==> src/rtl/uart_pkg.sv <==
// Constants shared by the UART receiver, transmitter and receive buffer.
// Also holds the saturating-counter helper used by the receive buffer.
package uart_pkg;

    localparam int unsigned BYTE_W = 8;

    // System clocks per bit period at the supported baud rates.
    localparam int unsigned CLK_COUNT_115200 = 434;
    localparam int unsigned CLK_COUNT_9600   = 5208;

    function automatic logic [BYTE_W-1:0] sat_inc(input logic [BYTE_W-1:0] val);
        return (val == {BYTE_W{1'b1}}) ? val : val + 1'b1;
    endfunction

endpackage

==> src/rtl/uart_rx_fifo_mem.sv <==
// Register-array storage for the receive buffer.
// It has one synchronous write port and one asynchronous read port, and no reset.
module uart_rx_fifo_mem #(
    parameter int unsigned ADDR_W = 4,
    parameter int unsigned DATA_W = 8
) (
    input  logic              clk_i,
    input  logic              we_i,
    input  logic [ADDR_W-1:0] waddr_i,
    input  logic [DATA_W-1:0] wdata_i,
    input  logic [ADDR_W-1:0] raddr_i,
    output logic [DATA_W-1:0] rdata_o
);

    localparam int unsigned Depth = 2 ** ADDR_W;

    logic [DATA_W-1:0] mem_q [Depth];

    always_ff @(posedge clk_i) begin
        if (we_i) begin
            mem_q[waddr_i] <= wdata_i;
        end
    end

    assign rdata_o = mem_q[raddr_i];

endmodule

==> src/rtl/uart_rx_fifo.sv <==
// First-word-fall-through receive buffer behind the UART receiver, with a sticky overflow flag.
// Optional saturating drop counter: define UART_RX_FIFO_DROP_CNT_EN.
module uart_rx_fifo
    import uart_pkg::*;
#(
    parameter int unsigned DEPTH_LOG2 = 4
) (
    input  logic                  i_clk,
    input  logic                  i_rst,
    input  logic [BYTE_W-1:0]     i_data,
    input  logic                  i_data_valid,
    output logic [BYTE_W-1:0]     o_data,
    output logic                  o_valid,
    input  logic                  i_ready,
    output logic [DEPTH_LOG2:0]   o_count,
    output logic                  o_full,
    output logic                  o_empty,
    output logic                  o_overflow,
`ifdef UART_RX_FIFO_DROP_CNT_EN
    output logic [BYTE_W-1:0]     o_drop_count,
`endif
    input  logic                  i_clear_ovf
);

    localparam int unsigned PtrW = DEPTH_LOG2 + 1;

    logic [PtrW-1:0]   wr_ptr_q, wr_ptr_d;
    logic [PtrW-1:0]   rd_ptr_q, rd_ptr_d;
    logic              ovf_q, ovf_d;
    logic              full, empty;
    logic              push, pop, drop;
    logic [BYTE_W-1:0] rdata;

    // The MSB of each pointer is a wrap bit; it tells full apart from empty.
    assign full  = (wr_ptr_q[DEPTH_LOG2] != rd_ptr_q[DEPTH_LOG2]) &&
                   (wr_ptr_q[DEPTH_LOG2-1:0] == rd_ptr_q[DEPTH_LOG2-1:0]);
    assign empty = (wr_ptr_q == rd_ptr_q);

    assign pop  = !empty && i_ready;
    assign push = i_data_valid && (!full || pop);
    assign drop = i_data_valid && full && !pop;

    always_comb begin
        wr_ptr_d = wr_ptr_q;
        rd_ptr_d = rd_ptr_q;
        if (push) begin
            wr_ptr_d = wr_ptr_q + 1'b1;
        end
        if (pop) begin
            rd_ptr_d = rd_ptr_q + 1'b1;
        end
    end

    // If a drop and a clear happen in the same cycle, the drop wins.
    always_comb begin
        ovf_d = ovf_q;
        if (i_clear_ovf) begin
            ovf_d = 1'b0;
        end
        if (drop) begin
            ovf_d = 1'b1;
        end
    end

    always_ff @(posedge i_clk or posedge i_rst) begin
        if (i_rst) begin
            wr_ptr_q <= '0;
            rd_ptr_q <= '0;
            ovf_q    <= 1'b0;
        end else begin
            wr_ptr_q <= wr_ptr_d;
            rd_ptr_q <= rd_ptr_d;
            ovf_q    <= ovf_d;
        end
    end

`ifdef UART_RX_FIFO_DROP_CNT_EN
    logic [BYTE_W-1:0] drop_cnt_q, drop_cnt_d;

    always_comb begin
        drop_cnt_d = drop_cnt_q;
        if (i_clear_ovf) begin
            drop_cnt_d = drop ? 8'd1 : 8'd0;
        end else if (drop) begin
            drop_cnt_d = sat_inc(drop_cnt_q);
        end
    end

    always_ff @(posedge i_clk or posedge i_rst) begin
        if (i_rst) begin
            drop_cnt_q <= '0;
        end else begin
            drop_cnt_q <= drop_cnt_d;
        end
    end

    assign o_drop_count = drop_cnt_q;
`endif

    uart_rx_fifo_mem #(
        .ADDR_W (DEPTH_LOG2),
        .DATA_W (BYTE_W)
    ) u_mem (
        .clk_i   (i_clk),
        .we_i    (push),
        .waddr_i (wr_ptr_q[DEPTH_LOG2-1:0]),
        .wdata_i (i_data),
        .raddr_i (rd_ptr_q[DEPTH_LOG2-1:0]),
        .rdata_o (rdata)
    );

    assign o_data     = empty ? '0 : rdata;
    assign o_valid    = !empty;
    assign o_empty    = empty;
    assign o_full     = full;
    assign o_count    = wr_ptr_q - rd_ptr_q;
    assign o_overflow = ovf_q;

endmodule

==> config.mk <==
export PLATFORM = sky130hd
export DESIGN_NAME = uart_rx_fifo
export DESIGN_NICKNAME = d
export VERILOG_FILES = /design/src/rtl/uart_pkg.sv /design/src/rtl/uart_rx_fifo_mem.sv /design/src/rtl/uart_rx_fifo.sv
export SDC_FILE = /design/constraint.sdc
export NUM_CORES = 1
export LEC_CHECK = 0
export BUFFER_PORTS_ARGS = -buffer_cell sky130_fd_sc_hd__buf_2
export CAP_MARGIN = 20
export CORE_MARGIN = 2
export CORE_UTILIZATION = 60
export CTS_BUF_LIST = sky130_fd_sc_hd__clkbuf_16
export CTS_CLUSTER_SIZE = 24
export DETAILED_ROUTE_END_ITERATION = 8
export MAX_ROUTING_LAYER = met4
export PLACE_DENSITY = 0.78
export SLEW_MARGIN = 0
export SYNTH_ARGS = -nofsm -noshare
export SYNTH_HDL_FRONTEND = slang
export SYNTH_SLANG_ARGS = --single-unit
==> constraint.sdc <==
create_clock -name i_clk -period 3.2 [get_ports i_clk]
set_clock_uncertainty 0.05 [all_clocks]
set_input_delay 0.16 -clock i_clk [delete_from_list [all_inputs] [get_ports i_clk]]
set_output_delay 0.16 -clock i_clk [all_outputs]
set_load 0.005 [all_outputs]
==> summary.md <==
| Metric | Value |
|---|---|
| Status | `finished clean` |
| Crit path largest cell delay | `0.68 ns` |
| Max-slew violations | `0` |
| IR drop worst, VDD | `0.000591 V` |
| Largest delay share family, worst path | `multiplexers` |
| Cts hold-fix bufs | `3` |
| Minimum clock period | `2.77 ns` |
| CP Cell Sequence | `buf_4, mux4_1, mux2_2, o21ai_1, a21oi_1, buf_2` |
| Syn_nets | `320` |
| Ant. Diodes | `0` |
| CTS buffer count | `17` |
| Clock slew at reported path FFs | `0.06 ns` |
| Crit path arrival time | `2.56 ns` |
| Largest net degree at the start of global routing | `36` |
| Post-Synth Adder-Cell Area | `2.31%` |
| Maximum capacitance violations | `0` |
| Slowest CP cell | `mux4_1` |
| Total gr overflow | `0` |
| Type of origin of the critical path | `flop` |
| Overall Global Routing Usage | `24.6%` |
| Compound-gate portion of the synthesized area | `2.20%` |
| Clock latency at the later pin of the worst-skew pair | `0.41 ns` |
| HPWL Detailed | `6860 µm` |
| DRT iter0 DRCs | `261` |
| Final Hold Viols | `0` |
| Placed Cells | `461` |
| Number of enable-type register cells in the synthesized netlist | `128` |
| Initial Util | `62.0%` |
| Cell Rows | `35` |
| First-pass GRT wire length | `17100 µm` |
| Via-to-Cell Ratio | `5.84` |
| Relative max-transition margin | `62.8%` |
| Worst slack, placed | `0.739 ns` |
| CP required | `2.99 ns` |
| Fillers | `579` |
| Ys flop type | `edfxtp_1` |
| Post-DRT Antenna Nets | `0` |
| Finished Layout Cells | `496` |
| Number of clock sinks | `139` |
| Vias in the first global route | `2956` |
| Die span in y | `102 µm` |
| Layout net count | `377` |
| H-tree depth | `4` |
| Crit Path Class | `flop to output pin` |
| Core area | `0.00928 mm²` |
| Port Buf Inserts | `29` |
| Largest family of logic cells by synthesized area | `multiplexers` |
| Xor/xnor share of the synthesized area | `1.83%` |
| P&R area growth vs syn | `16.3%` |
| Post-route setup TNS | `0 ns` |
| Cells resized by post-CTS repair | `0` |
| Synthesized area | `0.00575 mm²` |
| Ys async rst share | `7.91%` |
| Max Freq | `0.361 GHz` |
| Routed len/inst | `22.0 µm` |
| Post-CTS Setup Inserts | `0` |
| Synth Register Bits | `139` |
| Drt drc | `0` |
| YS warnings | `0` |
| Cell variety after synth | `32` |
| Initial antenna violation count | `0` |
| CP bufs+invs | `2` |
| Die X | `102 µm` |
| Post-synthesis mux area share | `16.4%` |
| CTS tree | `built` |
| Vias | `2899` |
| Final wirelength | `10900 µm` |
| Simple-Gate Fraction of Synth Area | `3.05%` |
| Cells after Synth | `297` |
| Gpl congestion | `0.894` |
| Min-Delay Path Class | `input pin to flop` |
| P per Cell Area | `936 mW/mm²` |
| CTS Root Cell | `clkbuf_16` |
| Final Setup Violations | `0` |
| Register area share after synthesis | `71.6%` |
| Clk buf depth | `2` |
| Syn avg cell area | `19.4 µm²` |
| RSZ-0062 raised after global routing | `false` |
| Layout cells sized above 1 | `30.8%` |
| Part of the cycle the worst path needs | `86.5%` |
| Lkg Pwr | `2.41 nW` |
| Final worst setup slack | `0.431 ns` |
| CP Max Fanout | `35` |
| Worst-Margin Slew | `0.558 ns` |
| Drt first pass iters | `4` |
| Boundary Pins | `30` |
| CP endpoint kind | `output pin` |
| Die area | `0.0104 mm²` |
-- logic make-up after synthesis --
| family | Yosys count |
|---|---|
| AND/OR/NAND/NOR | 37 |
| XOR/XNOR | 12 |
| AO/OA/AOI/OAI | 22 |
| buffers and inverters | 26 |
| multiplexers | 51 |
| flip-flops | 139 |
| adder cells (fa/ha/maj) | 10 |
-- registers in the layout, summed over array words and instances, names as in the netlist --
name	flops
o_overflow	1
rd_ptr_q	5
u_mem.mem_q	128
wr_ptr_q	5
-- stage by stage --
step	cell area (µm²)	power, mW	util, %	hold WS (ns)
2_1_floorplan	5750	3.87	-	-0.0376
3_3_place_gp	6110	4.46	65.8	0.124
3_5_place_dp	6110	4.49	65.8	0.130
4_1_cts	6690	6.31	72.1	0.00714
5_1_grt	6690	6.59	72.1	0.0468
6_report	6690	6.26	72.1	0.0224
-- layout make-up --
cell class | instances | area [µm²] | share of cell area (%)
clock buffer | 17 | 425 | 6.36
clock inverter | 15 | 128 | 1.91
inverter | 11 | 41.3 | 0.617
multi-input combinational | 132 | 1480 | 22.2
sequential | 139 | 4120 | 61.6
tap | 129 | 161 | 2.41
timing repair buffer | 53 | 333 | 4.97
-- final timing paths --
check	startpoint	endpoint	slack [ns]	cells past startpoint
setup / recovery	rd_ptr_q[1]$_DFFE_PP0P_	o_data[0]	0.43	6
hold / removal	i_ready	rd_ptr_q[4]$_DFFE_PP0P_	0.02	3
setup reg to reg	rd_ptr_q[3]$_DFFE_PP0P_	u_mem.mem_q[0][7]$_DFFE_PP_	0.68	7
hold reg to reg	wr_ptr_q[4]$_DFFE_PP0P_	wr_ptr_q[4]$_DFFE_PP0P_	0.45	1
max in group asynchronous	i_rst	rd_ptr_q[1]$_DFFE_PP0P_	2.54	3
min in group asynchronous	i_rst	rd_ptr_q[4]$_DFFE_PP0P_	0.24	3
-- synth_stat cells, types with 6 or more instances --
library cell / n / share of area, %
clkbuf_1: 6 / 0.39
mux2i_1: 11 / 1.9
xnor2_1: 11 / 1.7
ha_1: 9 / 2.0
inv_1: 10 / 0.65
edfxtp_1: 128 / 67
dfrtp_1: 11 / 4.8
nor2_1: 12 / 0.78
mux4_2: 22 / 8.6
o21ai_1: 7 / 0.61
nand2_1: 8 / 0.52
mux4_1: 9 / 4.1
mux2_2: 9 / 1.8
a21oi_1: 9 / 0.78
-- placed cells by master (no fill, tap or decap), types with 10 or more instances in the layout --
master,synthesis,final
nor2_1,12,12
mux2i_1,11,11
edfxtp_1,128,128
mux4_2,22,22
xnor2_1,11,11
buf_4,2,21
buf_2,4,29
dfrtp_1,11,10
clkbuf_16,0,17
inv_1,10,12
-- routing by layer --
| layer | track usage [%] | up-vias | routed length (µm) |
|---|---|---|---|
| li1 | - | 1301 | - |
| met1 | 33.1 | 1479 | 4620 |
| met2 | 37.0 | 99 | 5440 |
| met3 | 5.27 | 20 | 630 |
| met4 | 10.8 | 0 | 235 |
| met5 | - | - | 0 |
-- worst reg2reg max path, stage by stage (launching register included) --
cell     delay (ns)
dfrtp_1        0.40
inv_2          0.24
ha_1           0.33
nand4_1        0.14
o31a_1         0.31
nand2_1        0.18
nor3_1         0.35
buf_4          0.24
-- power breakdown --
group          internal [mW]  total, mW  switching [mW]
clock                   1.07       1.80           0.731
combinational           1.02       2.13            1.11
sequential              2.22       2.34           0.115
total                   4.31       6.26            1.96
No activity file was read; power rests on OpenSTA's default activity.
